$ cat config.mk
export PLATFORM = sky130hd
export DESIGN_NAME = stopwatch_control
export DESIGN_NICKNAME = d
export VERILOG_FILES = /design/src/rtl/stopwatch_control.sv
export SDC_FILE = /design/constraint.sdc
export NUM_CORES = 1
export LEC_CHECK = 0
export BUFFER_PORTS_ARGS = -buffer_cell sky130_fd_sc_hd__buf_2
export CORE_ASPECT_RATIO = 0.75
export CORE_MARGIN = 2
export CORE_UTILIZATION = 35
export DETAILED_ROUTE_END_ITERATION = 12
export SLEW_MARGIN = 20
export SYNTH_ARGS = -nofsm -noshare
export SYNTH_HDL_FRONTEND = slang
export SYNTH_SLANG_ARGS = --single-unit
$ cat constraint.sdc
create_clock -name clk -period 2.49 [get_ports clk]
set_input_delay 0.249 -clock clk [delete_from_list [all_inputs] [get_ports clk]]
set_output_delay 0.249 -clock clk [all_outputs]
set_load 0.01 [all_outputs]
$ cat src/rtl/stopwatch_control.sv
// Stopwatch front end: two-flop button synchronisers, per-button debouncers,
// IDLE/RUN/PAUSE control FSM and the tick prescaler that clocks digit 0.
module stopwatch_control #(
  parameter int TICK_DIV        = 500000,
  parameter int DIV_W           = 20,
  parameter int DEBOUNCE_CYCLES = 1000000,
  parameter int DB_W            = 20
) (
  input  logic clk,
  input  logic rst,
  input  logic btn_startstop,
  input  logic btn_clear,
  output logic tick,
  output logic clear,
  output logic running
);

  typedef enum logic [1:0] {
    S_IDLE  = 2'd0,
    S_RUN   = 2'd1,
    S_PAUSE = 2'd2
  } state_t;

  localparam int SS = 0;
  localparam int CL = 1;
  localparam logic [DB_W-1:0]  DB_LAST  = DB_W'(DEBOUNCE_CYCLES - 1);
  localparam logic [DIV_W-1:0] DIV_LAST = DIV_W'(TICK_DIV - 1);

  logic [1:0]      w_btn_raw;
  logic [1:0]      r_sync1;
  logic [1:0]      r_sync2;
  logic [1:0]      r_db;
  logic [1:0]      r_press;
  logic [DB_W-1:0] r_db_cnt [2];

  state_t           r_state;
  state_t           w_next;
  logic             w_clear;
  logic [DIV_W-1:0] r_presc;
  logic             r_tick;
  logic             r_clear;
  logic             r_running;

  assign w_btn_raw = {btn_clear, btn_startstop};

  // A level is accepted only after it has differed from the debounced level
  // for DEBOUNCE_CYCLES consecutive cycles; only the rising edge is a press.
  always_ff @(posedge clk or posedge rst) begin
    if (rst) begin
      r_sync1 <= '0;
      r_sync2 <= '0;
      r_db    <= '0;
      r_press <= '0;
      for (int i = 0; i < 2; i++) r_db_cnt[i] <= '0;
    end else begin
      // NOTE: non-blocking assignments keep the two synchroniser stages as
      // separate flops; blocking here would collapse them into one.
      r_sync1 <= w_btn_raw;
      r_sync2 <= r_sync1;
      for (int i = 0; i < 2; i++) begin
        r_press[i] <= 1'b0;
        if (r_sync2[i] == r_db[i]) begin
          r_db_cnt[i] <= '0;
        end else if (r_db_cnt[i] == DB_LAST) begin
          r_db[i]     <= r_sync2[i];
          r_db_cnt[i] <= '0;
          r_press[i]  <= r_sync2[i];
        end else begin
          r_db_cnt[i] <= r_db_cnt[i] + 1'b1;
        end
      end
    end
  end

  always_comb begin
    // NOTE: defaults first so every path assigns both signals (no latches).
    w_next  = r_state;
    w_clear = 1'b0;
    case (r_state)
      S_IDLE: begin
        if (r_press[CL])      w_clear = 1'b1;
        else if (r_press[SS]) w_next  = S_RUN;
      end
      S_RUN: begin
        if (r_press[SS]) w_next = S_PAUSE;
      end
      S_PAUSE: begin
        if (r_press[CL]) begin
          w_next  = S_IDLE;
          w_clear = 1'b1;
        end else if (r_press[SS]) begin
          w_next = S_RUN;
        end
      end
      default: w_next = S_IDLE;
    endcase
  end

  // Outputs and prescaler follow the next state so they line up with the
  // registered state: tick lands in RUN cycle TICK_DIV, never outside RUN.
  always_ff @(posedge clk or posedge rst) begin
    if (rst) begin
      r_state   <= S_IDLE;
      r_presc   <= '0;
      r_tick    <= 1'b0;
      r_clear   <= 1'b0;
      r_running <= 1'b0;
    end else begin
      r_state   <= w_next;
      r_clear   <= w_clear;
      r_running <= (w_next == S_RUN);
      r_tick    <= 1'b0;
      case (w_next)
        S_RUN: begin
          if (r_presc == DIV_LAST) begin
            r_presc <= '0;
            r_tick  <= 1'b1;
          end else begin
            r_presc <= r_presc + 1'b1;
          end
        end
        S_PAUSE: r_presc <= r_presc;
        default: r_presc <= '0;
      endcase
    end
  end

  assign tick    = r_tick;
  assign clear   = r_clear;
  assign running = r_running;

endmodule

======== Yosys cells after proc, flatten, opt, wreduce, memory -nomap -nowiden ========
Cells that the tools add are included.
operators by class
  bitwise gates (word level) .............. 2
  reductions and logical operators ........ 4
  multiplexer cells ....................... 19
  equal/unequal tests ..................... 9
  $add $sub $neg .......................... 3
operators by type and width
  kind                                                                number
  20-bit 2-to-1 mux                                                   5
  20-bit by 1-bit adder with 20-bit output (second input constant)    3
  20-bit == test (second input constant)                              2
  20-bit one-hot mux with 2 select lines                              1
  20-bit by 19-bit == test with 1-bit output (second input constant)  1
  1-bit 2-to-1 mux                                                    8
  2-bit 2-to-1 mux                                                    4
  2-bit one-hot mux with 3 select lines                               1
  2-bit by 1-bit == test with 1-bit output (second input constant)    2
  2-bit == test (second input constant)                               2
  2-bit AND reduction                                                 2
  1-bit == test                                                       2
  2-bit logical NOT                                                   1
  1-bit inverter                                                      2
  2-bit OR reduction                                                  1
word-level totals
  input port bits ......................... 4
  word-level logic and storage cells ...... 49
  register bits ........................... 73
  output and inout port bits .............. 3

======== Logic depth before layout (Yosys ltp) ========
  depth in word-level cells ............... 5
  depth in mapped cells ................... 7

======== Worst setup path before layout ========
No wires, ideal clock.
  kind .................................... register to register
  start ................................... register r_presc[12]
  end ..................................... register r_presc[10]
  cell stages (with the launch flop) ...... 7
  setup time .............................. 0.118 ns
  path slack .............................. 0.583 ns
  data arrival time ....................... 1.789 ns
  data required time ...................... 2.372 ns
  clock period less this slack ............ 1.907 ns
  buffers on the path ..................... 1
  cells stage by stage .................... dfrtp_1 > or4b_4 > nor4_4 > a21o_4 > buf_8 > o21ai_1 > a21o_1
on the way
  word-level cells in the longest chain between the ends .. 3
RTL lines
  what                                        RTL line  text
  from (decl)                                 39        logic [DIV_W-1:0] r_presc;
  from (signal assigned)                      119       r_presc <= r_presc + 1'b1;
  from (signal assigned)                      122       S_PAUSE: r_presc <= r_presc;
  20-bit by 19-bit == test with 1-bit output  115       if (r_presc == DIV_LAST) begin
  20-bit 2-to-1 mux                           115
  20-bit one-hot mux with 2 select lines      113       case (w_next)
Every way passes these cells.
A chain may end at the register's enable or synchronous reset.

======== Worst setup path in the final report ========
  start ................................... register r_presc[12]
  end ..................................... register r_presc[13]
on the way
  word-level cells in the longest chain between the ends .. 3
RTL lines
  what                                                                                                    RTL line
  20-bit by 1-bit adder with 20-bit output or 20-bit by 19-bit == test with 1-bit output (tied branches)  119, 115
  20-bit 2-to-1 mux (*)                                                                                   115
  20-bit one-hot mux with 2 select lines (*)                                                              113
Mark *: on every way between the ends. The rest lies on a longest branch, timed or not.

==> qor.log <==
INFO  synth          synth_enable_flop_cells=0
INFO  floorplanning  start_util=35.94%
INFO  synth          synthesis.area=3471um^2
INFO  synth          netlist_instances=344
INFO  power_and_ir_drop vdd.ir_drop.worst=312.2uV
INFO  synth          ys_seq_elements=73
INFO  critical_path  crit_path_max_fanout=11
INFO  critical_path  critical-path-top-cell-by-count=a21o_1
INFO  timing         final_number_of_hold_violating_endpoints=0
INFO  route          drc_errors=0
INFO  critical_path  cp.arrival=2390ps
INFO  power_and_ir_drop switching_share=19.15%
INFO  timing         maxSlewViolCount=0
INFO  floorplanning  design.die.area=10740um^2
INFO  critical_path  regToRegEndpoint=r_presc[13]
INFO  critical_path  worst-setup-path-type=reg -> reg
INFO  clock_network  cts.clk_slew.worst_paths=60ps
INFO  cells_and_area drive_gt1_share=11.02%
INFO  timing         setup_viol=0
INFO  cells_and_area area_growth_syn_to_layout=15.28%
INFO  timing         timing.fmax=459.8MHz
INFO  critical_path  critPathLaunch=r_presc[12]
INFO  critical_path  critPathSlowestCell=or4b_4
INFO  power_and_ir_drop power.density_cell_area=684.0nW/um^2
INFO  timing         postLayoutSetupSlackWorst=315.0ps
INFO  place          dp.cells=478
INFO  route          first_pass_iters=4
INFO  critical_path  path_cells=or4b_4 -> nor4_4 -> a21oi_1 -> a21o_1 -> a21o_1
INFO  synth          post-synth-top-area-fraction=52.63%
INFO  synth          yosysWarnings=0
INFO  grt            grt_pass1_wl=11610um
INFO  job            cap_violations=0
INFO  cells_and_area finalNetCount=365
INFO  grt            grt_use_total=13.53%
INFO  floorplanning  die_x=119.0um
INFO  critical_path  endpoint_kind=flip-flop
INFO  critical_path  crit_required=2710ps
INFO  cells_and_area fin_util=41.43%
INFO  place          place_congestion=0.8237
INFO  route          first_iter_violations=199
INFO  clock_network  cts.htree.levels=3
INFO  synth          synth.largest_area_cell=dfrtp_1
INFO  hold_path      timing.hold.worst_endpoint=r_sync1[0]
INFO  synth          synth-async-reset-ratio=100.0%
INFO  synth          synthDistinctLibCells=39
INFO  route          detail_route.wl_per_cell=13.16um
INFO  cells_and_area area_of_the_multi_input_gates=1558um^2
INFO  timing         tightest_slew=830.9ps
INFO  clock_network  ctsResizeCount=0
INFO  clock_network  clockRootBuffer=clkbuf_16
INFO  timing         timing.final.crit_share=87.35%
INFO  place          port_buffers=6
INFO  timing         max_slew_margin=44.61%
INFO  route          vias=2472
INFO  floorplanning  design.portCount=7
INFO  floorplanning  coreArea=9658um^2
INFO  critical_path  crit_path_max_incr_delay=580ps
INFO  place          dp.final_hpwl=4413um
INFO  clock_network  tritoncts.num_buffers=9
INFO  hold_path      hold_path_startpoint=btn_startstop
INFO  status         outcome=completed
INFO  power_and_ir_drop p_switching=0.5242mW
INFO  critical_path  critical_path.startpoint_type=flip-flop
INFO  route          drt_wl_total=6515um
INFO  timing         timing.setup.tns=0ps
INFO  grt            gr-total-overflow=0
INFO  clock_network  cts_tree=yes
INFO  place          place_ws=310.5ps
INFO  critical_path  crit-reg2reg-launch=r_presc[12]
INFO  power_and_ir_drop internal-power=2.213mW
INFO  synth          synth.top_cells.by_count=dfrtp_1 (73), nor2_1 (49), xor2_1 (32), nand3_1 (26), nand2_1 (24)
INFO  power_and_ir_drop power.sequential.fraction=44.2%
INFO  critical_path  setup.reg_to_reg.worst_slack=320ps
INFO  synth          synth_most_common_cell=dfrtp_1
INFO  route          routed_via_density=4.994
INFO  cells_and_area storage_element_area=1827um^2
INFO  power_and_ir_drop clock_power_share=53.8%
INFO  critical_path  worst_r2r_path_depth=5
INFO  power_and_ir_drop share_comb_of_total_power=2.0%
INFO  grt            first_global_vias=2401
INFO  timing         final.min_clock_period=2175ps
INFO  grt            antenna_found_initial=0
INFO  floorplanning  floorplan.die.height=90.24um
INFO  hold_path      min_path_cells=1
INFO  cells_and_area number_of_fill_cells_in_the_layout=930
INFO  synth          postSynthAreaPerCell=10.09um^2
INFO  floorplanning  fp-row-count=31
INFO  hold_path      timing.hold.worst.class=in -> reg
INFO  power_and_ir_drop leakage=1.791nW
INFO  synth          synth.area.top_cells=dfrtp_1 (53%), xor2_1 (8.1%), nor2_1 (5.3%)
INFO  clock_network  clock-sinks=73
INFO  timing         finClkSkew=5.979ps
INFO  cells_and_area fin_cells=495
INFO  clock_network  clk_latency=330ps
INFO  clock_network  clock_path_buffers=2
INFO  route          route.antenna.remaining_nets=0
INFO  grt            grt_start_max_net_pins=29
INFO  timing         rsz_0062_raised_after_global_routing=no
INFO  synth          postSynthNetCount=351
INFO  cells_and_area antennaDiodeCount=0
INFO  synth          synth_top_flop_cell=dfrtp_1
INFO  synth          seq_area_frac_synth=52.63%
placed cells by master (no fill, tap or decap), types with 10 or more instances in the layout:
cell / Yosys / layout
xor2_1: 32 / 32
nand4_1: 18 / 18
o21ai_0: 13 / 13
nor2_1: 49 / 49
nand3_1: 26 / 26
dfrtp_1: 73 / 73
nand2_1: 24 / 24
and3_1: 10 / 10
logic make-up after synthesis:
family                   after synthesis  share of synthesized area [%]
AO/OA/AOI/OAI                         35                          5.984
XOR/XNOR                              41                          10.35
adder cells (fa/ha/maj)                3                          1.082
buffers and inverters                 18                          2.487
flip-flops                            73                          52.63
multiplexers                           6                          1.802
AND/OR/NAND/NOR                      168                          25.67
metal layers:
metal	part of all wire (%)	track usage, %
met1	54	19.98
met2	41	17.86
met3	3.4	4.378
met4	1.8	5.754
met5	0	0
power groups by stage:
stage / logic [mW] / clock network (mW) / registers [mW]
final: 0.0556 / 1.47 / 1.21
after global routing: 0.0655 / 1.58 / 1.21
after CTS: 0.0589 / 1.52 / 1.21
after detailed placement: 0.0571 / 0 / 1.23
after global placement: 0.0567 / 0 / 1.23
after floorplan: 0.0382 / 0 / 1.23
sequential cells by signal, indices dropped and copies added (netlist names):
register	count
r_press	2
r_presc	20
r_sync1	2
r_sync2	2
r_db	2
clear	1
tick	1
r_db_cnt	40
running	1
r_state	2
worst max-delay path by stage:
stage | cells after the start | to | slack, ps
floorplan | 1 | clear | 390
global placement | 5 | r_presc[13] | 360
detailed placement | 5 | r_presc[13] | 310
CTS | 5 | r_presc[13] | 310
global route | 5 | r_presc[13] | 260
finish | 5 | r_presc[13] | 320
critical path, delay by kind of cell, from the launching register on:
kind / cells / cell delay (ps)
DFF: 1 / 440
and+or+nand+nor: 2 / 900
AOI/OAI and AO/OA: 3 / 730
final cells by class:
class / instances / area share, %
clock buffers: 10 / 5.972
clock inverters: 6 / 2.627
inverters: 10 / 0.9381
multi-input cells: 253 / 38.93
flip-flops and latches: 73 / 45.65
well taps: 132 / 4.128
repair buffers: 11 / 1.751
per-stage QoR:
step                power [mW]  instance area [um^2]  hold WS [ps]
floorplan                1.266                  3471         280.4
global placement         1.286                  3647         336.0
detailed placement       1.287                  3647         344.2
CTS                      2.785                  4001         9.568
global route             2.854                  4001         10.98
finish                   2.737                  4001         22.35
what timing repair did:
action / CTS / global route
endpoints found under the hold margin: 25 / 0
setup buffers: 0 / 0
hold buffers: 1 / 0
setup endpoints to repair: 0 / 0
Note: power is estimated with default switching activity, not from simulation.
